$ cat src/rtl/vga_pkg.sv
// Shared 640x480@60 Hz timing constants, pixel types and RGB565 colours.
package vga_pkg;

  typedef logic [9:0]  coord_t;
  typedef logic [15:0] rgb565_t;

  // Horizontal timing, in pixel clocks
  localparam int unsigned HSync640  = 96;
  localparam int unsigned HBack640  = 48;
  localparam int unsigned HValid640 = 640;
  localparam int unsigned HFront640 = 16;
  localparam int unsigned HTotal640 = HSync640 + HBack640 + HValid640 + HFront640;
  localparam int unsigned HActStart640 = HSync640 + HBack640;

  // Vertical timing, in lines
  localparam int unsigned VSync640  = 2;
  localparam int unsigned VBack640  = 33;
  localparam int unsigned VValid640 = 480;
  localparam int unsigned VFront640 = 10;
  localparam int unsigned VTotal640 = VSync640 + VBack640 + VValid640 + VFront640;
  localparam int unsigned VActStart640 = VSync640 + VBack640;

  // Coordinate value meaning "no pixel requested"
  localparam coord_t CoordIdle = 10'h3FF;

  // RGB565 colours used by the picture generators
  localparam rgb565_t ColBlack   = 16'h0000;
  localparam rgb565_t ColWhite   = 16'hFFFF;
  localparam rgb565_t ColGreen   = 16'h07E0;
  localparam rgb565_t ColYellow  = 16'hFFE0;
  localparam rgb565_t ColMagenta = 16'hF81F;
  localparam rgb565_t ColRed     = 16'hF800;

  // True when lo <= v < hi
  function automatic logic in_window(coord_t v, coord_t lo, coord_t hi);
    return (v >= lo) && (v < hi);
  endfunction

endpackage

$ cat src/rtl/vga_ctrl.sv
// VGA timing generator and pixel sink: free-running h/v counters, combinational
// pixel request coordinates and a one-stage registered sync/RGB output.
module vga_ctrl
  import vga_pkg::*;
#(
  parameter int unsigned H_SYNC   = HSync640,
  parameter int unsigned H_BACK   = HBack640,
  parameter int unsigned H_VALID  = HValid640,
  parameter int unsigned H_FRONT  = HFront640,
  parameter int unsigned V_SYNC   = VSync640,
  parameter int unsigned V_BACK   = VBack640,
  parameter int unsigned V_VALID  = VValid640,
  parameter int unsigned V_FRONT  = VFront640,
  parameter logic        SYNC_POL = 1'b0
) (
  input  logic        vga_clk,
  input  logic        sys_rst_n,
  input  logic [15:0] pix_data,
  output logic [9:0]  pix_x,
  output logic [9:0]  pix_y,
  output logic        hsync,
  output logic        vsync,
  output logic [15:0] rgb,
  output logic        rgb_valid,
  output logic        frame_start
);

  localparam int unsigned HTotal = H_SYNC + H_BACK + H_VALID + H_FRONT;
  localparam int unsigned VTotal = V_SYNC + V_BACK + V_VALID + V_FRONT;

  localparam coord_t HLast    = coord_t'(HTotal - 1);
  localparam coord_t VLast    = coord_t'(VTotal - 1);
  localparam coord_t HSyncEnd = coord_t'(H_SYNC);
  localparam coord_t VSyncEnd = coord_t'(V_SYNC);
  localparam coord_t HActS    = coord_t'(H_SYNC + H_BACK);
  localparam coord_t HActE    = coord_t'(H_SYNC + H_BACK + H_VALID);
  localparam coord_t VActS    = coord_t'(V_SYNC + V_BACK);
  localparam coord_t VActE    = coord_t'(V_SYNC + V_BACK + V_VALID);

  coord_t  cnt_h_q, cnt_h_d;
  coord_t  cnt_v_q, cnt_v_d;
  logic    h_last, v_last;
  logic    h_act, v_act, req;

  logic    hsync_q, hsync_d;
  logic    vsync_q, vsync_d;
  rgb565_t rgb_q, rgb_d;
  logic    rgb_valid_q, rgb_valid_d;
  logic    frame_start_q, frame_start_d;

  // Counter next state: h wraps every line, v advances only on the h wrap
  always_comb begin
    h_last  = (cnt_h_q == HLast);
    v_last  = (cnt_v_q == VLast);
    cnt_h_d = h_last ? '0 : cnt_h_q + 10'd1;
    cnt_v_d = cnt_v_q;
    if (h_last) begin
      cnt_v_d = v_last ? '0 : cnt_v_q + 10'd1;
    end
  end

  // Counter registers; reset restarts timing from (0,0)
  always_ff @(posedge vga_clk) begin
    if (!sys_rst_n) begin
      cnt_h_q <= '0;
      cnt_v_q <= '0;
    end else begin
      cnt_h_q <= cnt_h_d;
      cnt_v_q <= cnt_v_d;
    end
  end

  // Stage 0: visible-region decode and pixel request coordinates
  always_comb begin
    h_act = in_window(cnt_h_q, HActS, HActE);
    v_act = in_window(cnt_v_q, VActS, VActE);
    req   = h_act & v_act;
    pix_x = req ? (cnt_h_q - HActS) : CoordIdle;
    pix_y = req ? (cnt_v_q - VActS) : CoordIdle;
  end

  // Stage 1 next state, all taken from the same counter state so outputs stay aligned
  always_comb begin
    hsync_d       = (cnt_h_q < HSyncEnd) ? SYNC_POL : ~SYNC_POL;
    vsync_d       = (cnt_v_q < VSyncEnd) ? SYNC_POL : ~SYNC_POL;
    rgb_valid_d   = req;
    rgb_d         = req ? pix_data : ColBlack;
    frame_start_d = (cnt_h_q == '0) && (cnt_v_q == '0);
  end

  // Stage 1 output registers
  always_ff @(posedge vga_clk) begin
    if (!sys_rst_n) begin
      hsync_q       <= ~SYNC_POL;
      vsync_q       <= ~SYNC_POL;
      rgb_q         <= ColBlack;
      rgb_valid_q   <= 1'b0;
      frame_start_q <= 1'b0;
    end else begin
      hsync_q       <= hsync_d;
      vsync_q       <= vsync_d;
      rgb_q         <= rgb_d;
      rgb_valid_q   <= rgb_valid_d;
      frame_start_q <= frame_start_d;
    end
  end

  assign hsync       = hsync_q;
  assign vsync       = vsync_q;
  assign rgb         = rgb_q;
  assign rgb_valid   = rgb_valid_q;
  assign frame_start = frame_start_q;

endmodule

$ cat config.mk
export PLATFORM = sky130hd
export DESIGN_NAME = vga_ctrl
export DESIGN_NICKNAME = d
export VERILOG_FILES = /design/src/rtl/vga_pkg.sv /design/src/rtl/vga_ctrl.sv
export SDC_FILE = /design/constraint.sdc
export NUM_CORES = 1
export LEC_CHECK = 0
export BUFFER_PORTS_ARGS = -buffer_cell sky130_fd_sc_hd__buf_2
export CAP_MARGIN = 20
export CORE_ASPECT_RATIO = 1.25
export CORE_UTILIZATION = 56
export DETAILED_ROUTE_END_ITERATION = 6
export PLACE_DENSITY = 0.85
export SLEW_MARGIN = 20
export SYNTH_ARGS = -nofsm -noshare
export SYNTH_HDL_FRONTEND = slang
export SYNTH_SLANG_ARGS = --single-unit
$ cat constraint.sdc
create_clock -name vga_clk -period 4.09 [get_ports vga_clk]
set_clock_uncertainty 0.15 [all_clocks]
set_input_delay 1.0225 -clock vga_clk [delete_from_list [all_inputs] [get_ports vga_clk]]
set_output_delay 1.0225 -clock vga_clk [all_outputs]
set_load 0.01 [all_outputs]
==> results of run 1 <==
-- cells by family after synthesis --
group,after synthesis,synth area share
and+or+nand+nor,131,0.325
AOI/OAI and AO/OA,29,0.0930
buffers and inverters,29,0.0664
DFF,40,0.386
xor gates and xnor gates,19,0.0803
adders and majority gates,8,0.0483
-- how the worst max path moves through the flow --
stage	startpoint	end	slack, ns	cells after the start
after floorplan	cnt_v_q[0]$_SDFFE_PN0P_	pix_x[7]	1.12	7
after global placement	cnt_h_q[4]$_SDFF_PP0_	pix_x[3]	0.82	7
after detailed placement	cnt_h_q[4]$_SDFF_PP0_	pix_x[2]	0.73	7
after CTS	cnt_h_q[4]$_SDFF_PP0_	pix_x[2]	0.39	7
after global routing	cnt_h_q[4]$_SDFF_PP0_	pix_x[2]	0.23	7
final	cnt_h_q[4]$_SDFF_PP0_	pix_x[2]	0.40	7
-- metal layers --
metal	part of all wire	wire length [um]	track usage	vias to the layer above
met5	0	0	0	-
met1	0.42	1960	0.307	899
met4	0.018	85	0.0921	0
li1	-	-	-	980
met2	0.52	2430	0.422	52
met3	0.037	174	0.0556	11
-- power breakdown --
part           internal (uW)  total [uW]  switching [uW]
logic                   13.4        30.1            16.6
clock network            184         329             145
registers                394         397            3.56
-- area by class of cell --
cell class	instances	area, um2	share of cell area
Clock inverter	3	46.3	0.0191
Inverter	8	30.0	0.0124
Tap cell	39	48.8	0.0201
Sequential cell	40	801	0.330
Multi-Input combinational cell	187	1130	0.467
Clock buffer	5	68.8	0.0283
Timing Repair Buffer	59	300	0.124
-- cells in the mapped netlist (2+ instances only) --
cell,instances
xnor2_1,14
o21ai_0,4
xor2_1,5
nor2_1,16
buf_2,11
or3_1,8
and2_1,3
and4_1,2
nor3_1,20
dfxtp_1,40
and3_1,3
or4_1,4
clkbuf_1,7
o31ai_1,3
nand4_1,8
a21oi_1,12
ha_1,8
nor4_1,3
nand2b_1,3
nor2b_1,2
inv_1,8
nand2_1,31
nand3_1,24
buf_4,2
-- sequential cells by signal (all words and copies together), names as in the netlist --
register	cells
cnt_h_q	10
cnt_v_q	10
frame_start	1
hsync	1
rgb	16
rgb_valid	1
vsync	1
-- stage by stage --
| stage | instance area (um2) | setup WS, ns | util | total power [uW] |
|---|---|---|---|---|
| 4_1_cts | 2430 | 0.391 | 0.691 | 762 |
| 5_1_grt | 2430 | 0.234 | 0.691 | 781 |
| 6_report | 2430 | 0.399 | 0.691 | 756 |
| 2_1_floorplan | 2070 | 1.12 | - | 422 |
| 3_5_place_dp | 2310 | 0.726 | 0.658 | 437 |
| 3_3_place_gp | 2310 | 0.821 | 0.658 | 436 |
==> out/metrics.cfg, run 1 <==
[status]
status = finished, final reports clean

[routing]
wl_per_cell_um = 13.6
drtIter0Drc = 79
firstDrtPassIters = 4
vias = 1942
antenna_left = 0
drc = 0
totalWireLength_mm = 4.65
via_per_inst = 5.70

[layout]
drive_gt1_frac = 0.232
layout_commonest_cell = buf_2
stdcell_count = 341
fill_cells = 292
finalNetCount = 327
final_cell_mix = buf_2, dfxtp_1, nand2_1, nand3_1, nor3_1
n_antenna_cell = 0
areaGrowthSynthToFinish_pct = 17.2

[sta]
setup_violations = 0
relSlewSlack = 0.560
min_period_over_period = 0.902
hold_viol = 0
min_period_ns = 3.69
drv_slew = 0
rsz0062_at_grt = false
fmax_mhz = 271
whs_ns = 0.348
tns_ns = 0
tightest_slew_ns = 0.660

[clocking]
clk_pin_slew_worst_paths_ns = 0.08
clk_latency_ns = 0.29
cts_resized = 0
cts_max_level = 2
cts_tree = built
root_buffer = clkbuf_8
clockBufferDepth = 2
cts_hold_buffers = 0
cts_made_buffers = 5
postCtsSetupRepairBufs = 0
cts_sinks = 40

[critical_path]
worstReg2RegStart = cnt_h_q[0]$_SDFF_PP0_
critical_path_buf_inv_count = 2
worstSetupStartpointType = register
path_max_fanout = 20
crit_type = reg -> out
r2r_end = cnt_v_q[9]$_SDFFE_PN0P_
cp.arrival_ns = 2.52
cp.required_ns = 2.92
crit_path_end_kind = output pin
crit_slowest_cell = a221o_1
crit_family = compound AO/OA/AOI/OAI gates
reg2reg_depth = 5
worstPathCellList = inv_1 > ha_1 > nand2b_1 > a211oi_1 > a221o_1 > or3_1 > buf_2
cp_slowest_stage_delay_ns = 0.61
reg2reg_slack_ns = 1.62

[die]
fp.dieW_um = 56.4
die_h_um = 70.0
initial_core_util = 0.590
coreArea_mm2 = 0.00351
num_rows = 24
dieArea_mm2 = 0.00395
ios = 58

[place]
dp.cells = 333
gp_congestion = 0.852
io_buffers = 57
dp_hpwl_mm = 3.34

[grt]
grt_remaining_overflow = 0
grt_pass1_wl_mm = 7.88
grt_pass1_vias = 1720
grt_max_degree = 21
antenna_found_initial = 0
grt.total_usage = 0.249

[power]
p_per_area_mw_per_mm2 = 311
ir_drop_uv = 378
leakage_uw = 0.000975

[logic_synthesis]
synth.distinct_cells = 39
ys_warn_count = 0
ys_ff_latch = 40
synth_fp_nets = 282
synth-main-ff-cell = dfxtp_1
yosys-top-cells-area = dfxtp_1, xnor2_1, nand3_1
async_flop_share = 0
synth.yosys.seq_area_share = 0.386
syn_area_mm2 = 0.00207
yosysTopAreaCell = dfxtp_1
synth_edf_count = 0
synth_top_area_frac = 0.386
netlist_instances = 256
syn_area_per_cell_um2 = 8.09

[worst_hold_path]
hold_class = reg -> reg
hp-start = cnt_h_q[0]$_SDFF_PP0_
whs_path_depth = 1
whs_endpoint = cnt_h_q[0]$_SDFF_PP0_

[flow_run]
drv_cap = 0

Note: power is estimated with default switching activity, not from simulation.
==> run 2: changes to the inputs <==
- RECOVER_POWER: unset -> 25
==> out/metrics.cfg, run 2 (synthesis gave the netlist of run 1 again) <==
[status]
status = finished, final reports clean

[clocking]
clk_pin_slew_worst_paths_ns = 0.08  ; about the same
cts_resized = 0  ; unchanged
clk_latency_ns = 0.30  ; about the same
cts_sinks = 40  ; unchanged
root_buffer = clkbuf_8
cts_tree = built
postCtsSetupRepairBufs = 0  ; unchanged
clockBufferDepth = 2  ; unchanged
cts_max_level = 2  ; unchanged
cts_made_buffers = 5  ; unchanged
cts_hold_buffers = 0  ; unchanged

[critical_path]
worstPathCellList = inv_1 > ha_1 > nand2b_1 > a211oi_1 > a221o_1 > or3_1 > buf_2
cp.arrival_ns = 2.51  ; about the same
crit_slowest_cell = a221o_1
crit_path_end_kind = output pin
cp.required_ns = 2.92  ; about the same
cp_slowest_stage_delay_ns = 0.60  ; about the same
worstSetupStartpointType = register
crit_type = reg -> out
path_max_fanout = 20  ; unchanged

[sta]
hold_viol = 0  ; unchanged
tightest_slew_ns = 0.780  ; +0.120 ns
relSlewSlack = 0.480  ; -0.0797
whs_ns = 0.351  ; +0.00384 ns
fmax_mhz = 272  ; +0.31%
setup_violations = 0  ; unchanged
tns_ns = 0  ; unchanged
rsz0062_at_grt = false
min_period_ns = 3.68  ; -0.0114 ns
drv_slew = 0  ; unchanged
min_period_over_period = 0.900  ; -0.00280

[grt]
grt.total_usage = 0.249  ; unchanged
grt_pass1_vias = 1720  ; unchanged
grt_max_degree = 21  ; unchanged
grt_pass1_wl_mm = 7.88  ; unchanged
grt_remaining_overflow = 0  ; unchanged
antenna_found_initial = 0  ; unchanged

[power]
p_per_area_mw_per_mm2 = 314  ; +1.0%
ir_drop_uv = 378  ; about the same
leakage_uw = 0.000897  ; -8.0%

[die]
dieArea_mm2 = 0.00395  ; unchanged
ios = 58  ; unchanged
coreArea_mm2 = 0.00351  ; unchanged
initial_core_util = 0.590  ; unchanged
num_rows = 24  ; unchanged
fp.dieW_um = 56.4  ; unchanged
die_h_um = 70.0  ; unchanged

[layout]
n_antenna_cell = 0  ; unchanged
layout_commonest_cell = dfxtp_1
finalNetCount = 327  ; unchanged
stdcell_count = 341  ; unchanged
final_cell_mix = dfxtp_1, buf_2, nand2_1, nand3_1, nor3_1
drive_gt1_frac = 0.169  ; -0.0629
largest_reg_flops = 16  ; unchanged
areaGrowthSynthToFinish_pct = 16.1

[routing]
drtIter0Drc = 81  ; +2.5%
antenna_left = 0  ; unchanged
drc = 0  ; unchanged
totalWireLength_mm = 4.68  ; +0.65%
vias = 1954  ; +0.62%
wl_met1_mm = 1.96  ; -0.10%
routed.top_layer = met4
met2_length_mm = 2.43  ; +0.16%
via_per_inst = 5.73  ; +0.62%
wl_per_cell_um = 13.7  ; +0.65%
wl_met3_um = 187  ; +7.5%
firstDrtPassIters = 4  ; unchanged

[place]
dp.cells = 333  ; unchanged
dp_hpwl_mm = 3.34  ; unchanged
gp_congestion = 0.852  ; unchanged
io_buffers = 57  ; unchanged

[flow_run]
drv_cap = 0  ; unchanged

[worst_hold_path]
hold_class = reg -> reg

## run 2: changes by cell type in the layout (fill, tap and decap cells not counted), sizes merged
cell	change
clkbuf	+19
buf	-19
## run 2: layer usage
metal / vias to the layer above / global-route usage
li1: 983 / -
met1: 901 / 0.307
met2: 57 / 0.422
met3: 13 / 0.0556
met4: 0 / 0.0921
met5: - / 0
## run 2: through the flow
step / util / area, um2 / setup WS [ns] / power (uW)
5_1_grt: 0.684 / 2400 / 0.234 / 780
3_3_place_gp: 0.658 / 2310 / 0.821 / 436
4_1_cts: 0.691 / 2430 / 0.391 / 762
6_report: 0.684 / 2400 / 0.411 / 756
2_1_floorplan: - / 2070 / 1.12 / 422
3_5_place_dp: 0.658 / 2310 / 0.726 / 437
## run 2: final cells by class
type,instances,area (um2)
Sequential cell,40,801
Fill cell,303,1110
Multi-Input combinational cell,187,1130
Timing Repair Buffer,59,277
Clock buffer,5,68.8
Tap cell,39,48.8
Inverter,8,30.0
Clock inverter,3,46.3
## run 2: power breakdown
group	switching, uW	internal [uW]	total (uW)
Combinational	16.8	12.9	29.7
Sequential	3.67	394	397
Clock	145	184	329
Total	166	590	756
## run 2: worst max-delay path: cells and delay by family (launching register included)
| family | cells | cell delay [ns] |
|---|---|---|
| simple gates | 2 | 0.53 |
| flops | 1 | 0.48 |
| buf+inv | 2 | 0.25 |
| fa+ha+maj | 1 | 0.22 |
| compound gates | 2 | 0.73 |
## run 2: path summary, 6_finish.rpt
| check | depth (start not counted) | start | endpoint | slack (ns) |
|---|---|---|---|---|
| min reg2reg | 1 | cnt_h_q[0]$_SDFF_PP0_ | cnt_h_q[0]$_SDFF_PP0_ | 0.35 |
| max reg2reg | 5 | cnt_h_q[0]$_SDFF_PP0_ | cnt_v_q[9]$_SDFFE_PN0P_ | 1.62 |
| max | 7 | cnt_h_q[4]$_SDFF_PP0_ | pix_x[2] | 0.41 |
| min | 1 | cnt_h_q[0]$_SDFF_PP0_ | cnt_h_q[0]$_SDFF_PP0_ | 0.35 |
==> run 3: changes to the inputs <==
- PLACE_DENSITY: 0.85 -> 0.95
==> out/metrics.cfg, run 3 (synthesis gave the netlist of run 1 again) <==
[status]
status = finished, final reports clean

[grt]
grt_pass1_vias = 1754  ; +2.0%
grt_max_degree = 21  ; unchanged
grt_pass1_wl_mm = 8.05  ; +2.1%
grt_remaining_overflow = 0  ; unchanged
grt.total_usage = 0.261  ; +0.0117
antenna_found_initial = 0  ; unchanged

[critical_path]
cp.arrival_ns = 2.51  ; about the same
reg2reg_depth = 5  ; unchanged
cp.required_ns = 2.92  ; about the same
worstSetupStartpointType = register
path_max_fanout = 20  ; unchanged
crit_slowest_cell = a221o_1
crit_type = reg -> out
cp_slowest_stage_delay_ns = 0.58  ; -0.02 ns
worstPathCellList = ha_1 > nor2b_1 > nand4_1 > a221o_1 > or3_1 > buf_2
crit_path_end_kind = output pin

[power]
leakage_uw = 0.000897  ; unchanged
ir_drop_uv = 539  ; +43%
p_per_area_mw_per_mm2 = 315  ; about the same

[routing]
antenna_left = 0  ; unchanged
drtIter0Drc = 69  ; -15%
vias = 1997  ; +2.2%
firstDrtPassIters = 4  ; unchanged
via_per_inst = 5.86  ; +2.2%
wl_per_cell_um = 14.4  ; +4.6%
totalWireLength_mm = 4.90  ; +4.6%
drc = 0  ; unchanged

[layout]
layout_commonest_cell = dfxtp_1
finalNetCount = 327  ; unchanged
n_antenna_cell = 0  ; unchanged
final_area_mm2 = 0.00240  ; unchanged
largest_reg_flops = 16  ; unchanged
final_cell_mix = dfxtp_1, buf_2, nand2_1, nand3_1, nor3_1
drive_gt1_frac = 0.169  ; unchanged
areaGrowthSynthToFinish_pct = 16.1  ; unchanged

[sta]
hold_viol = 0  ; unchanged
drv_slew = 0  ; unchanged
relSlewSlack = 0.475  ; -0.00525
tightest_slew_ns = 0.788  ; +0.00788 ns
setup_violations = 0  ; unchanged
tns_ns = 0  ; unchanged
fmax_mhz = 271  ; -0.14%
min_period_ns = 3.68  ; +0.00531 ns
min_period_over_period = 0.901  ; +0.00130
rsz0062_at_grt = false

[place]
io_buffers = 57  ; unchanged
dp_hpwl_mm = 3.52  ; +5.3%
gp_congestion = 0.951  ; +12%
placed_area_mm2 = 0.00231  ; unchanged

[clocking]
clk_pin_slew_worst_paths_ns = 0.08  ; about the same
cts_hold_buffers = 0  ; unchanged
cts_max_level = 2  ; unchanged
clockBufferDepth = 2  ; unchanged
cts_made_buffers = 5  ; unchanged
cts_sinks = 40  ; unchanged
postCtsSetupRepairBufs = 0  ; unchanged
cts_resized = 0  ; unchanged
root_buffer = clkbuf_8
cts_tree = built
clk_latency_ns = 0.29  ; about the same

[die]
ios = 58  ; unchanged
die_h_um = 70.0  ; unchanged
num_rows = 24  ; unchanged
fp.dieW_um = 56.4  ; unchanged
initial_core_util = 0.590  ; unchanged
coreArea_mm2 = 0.00351  ; unchanged
dieArea_mm2 = 0.00395  ; unchanged

[worst_hold_path]
whs_path_depth = 1  ; unchanged
hold_class = reg -> reg

[flow_run]
drv_cap = 0  ; unchanged

-- run 3: path summary, 6_finish.rpt --
path | startpoint | to | slack, ns
max reg2reg | cnt_h_q[0]$_SDFF_PP0_ | cnt_v_q[9]$_SDFFE_PN0P_ | 1.57
min | cnt_h_q[0]$_SDFF_PP0_ | cnt_h_q[0]$_SDFF_PP0_ | 0.35
max | cnt_h_q[4]$_SDFF_PP0_ | pix_x[2] | 0.41
min reg2reg | cnt_h_q[0]$_SDFF_PP0_ | cnt_h_q[0]$_SDFF_PP0_ | 0.35
-- run 3: cell type report --
cell class              count  area [um2]
clock buffers               5        68.8
fillers                   299        1110
clock inverters             3        46.3
flip-flops and latches     40         801
multi-input cells         187        1130
well taps                  39        48.8
inverters                   8        30.0
repair buffers             59         277
-- run 3: routing by layer --
metal  GRT usage  up-vias  wire, um
met5           0        -         0
met4       0.106        0       126
li1            -      981         -
met1       0.305      928      1860
met3      0.0741       17       264
met2       0.444       71      2640
-- run 3: through the flow --
step	util	hold slack, ns	setup slack (ns)	cells	total power, uW
2_1_floorplan	-	0.291	1.12	256	422
3_3_place_gp	0.658	0.310	0.842	333	436
3_5_place_dp	0.658	0.333	0.768	333	437
4_1_cts	0.691	0.352	0.427	341	761
5_1_grt	0.684	0.398	0.249	341	786
6_report	0.684	0.349	0.405	341	757
-- run 3: worst max-delay path, delay by kind of cell (launching register included) --
kind,cells,cell delay [ns]
DFF,1,0.46
adders and majority gates,1,0.24
AOI/OAI and AO/OA,1,0.58
and+or+nand+nor,3,0.79
buffers and inverters,1,0.15
-- run 3: power breakdown --
group	internal [uW]	switching (uW)	total [uW]
Combinational	12.8	17.6	30.5
Clock	184	145	329
Sequential	394	4.26	398
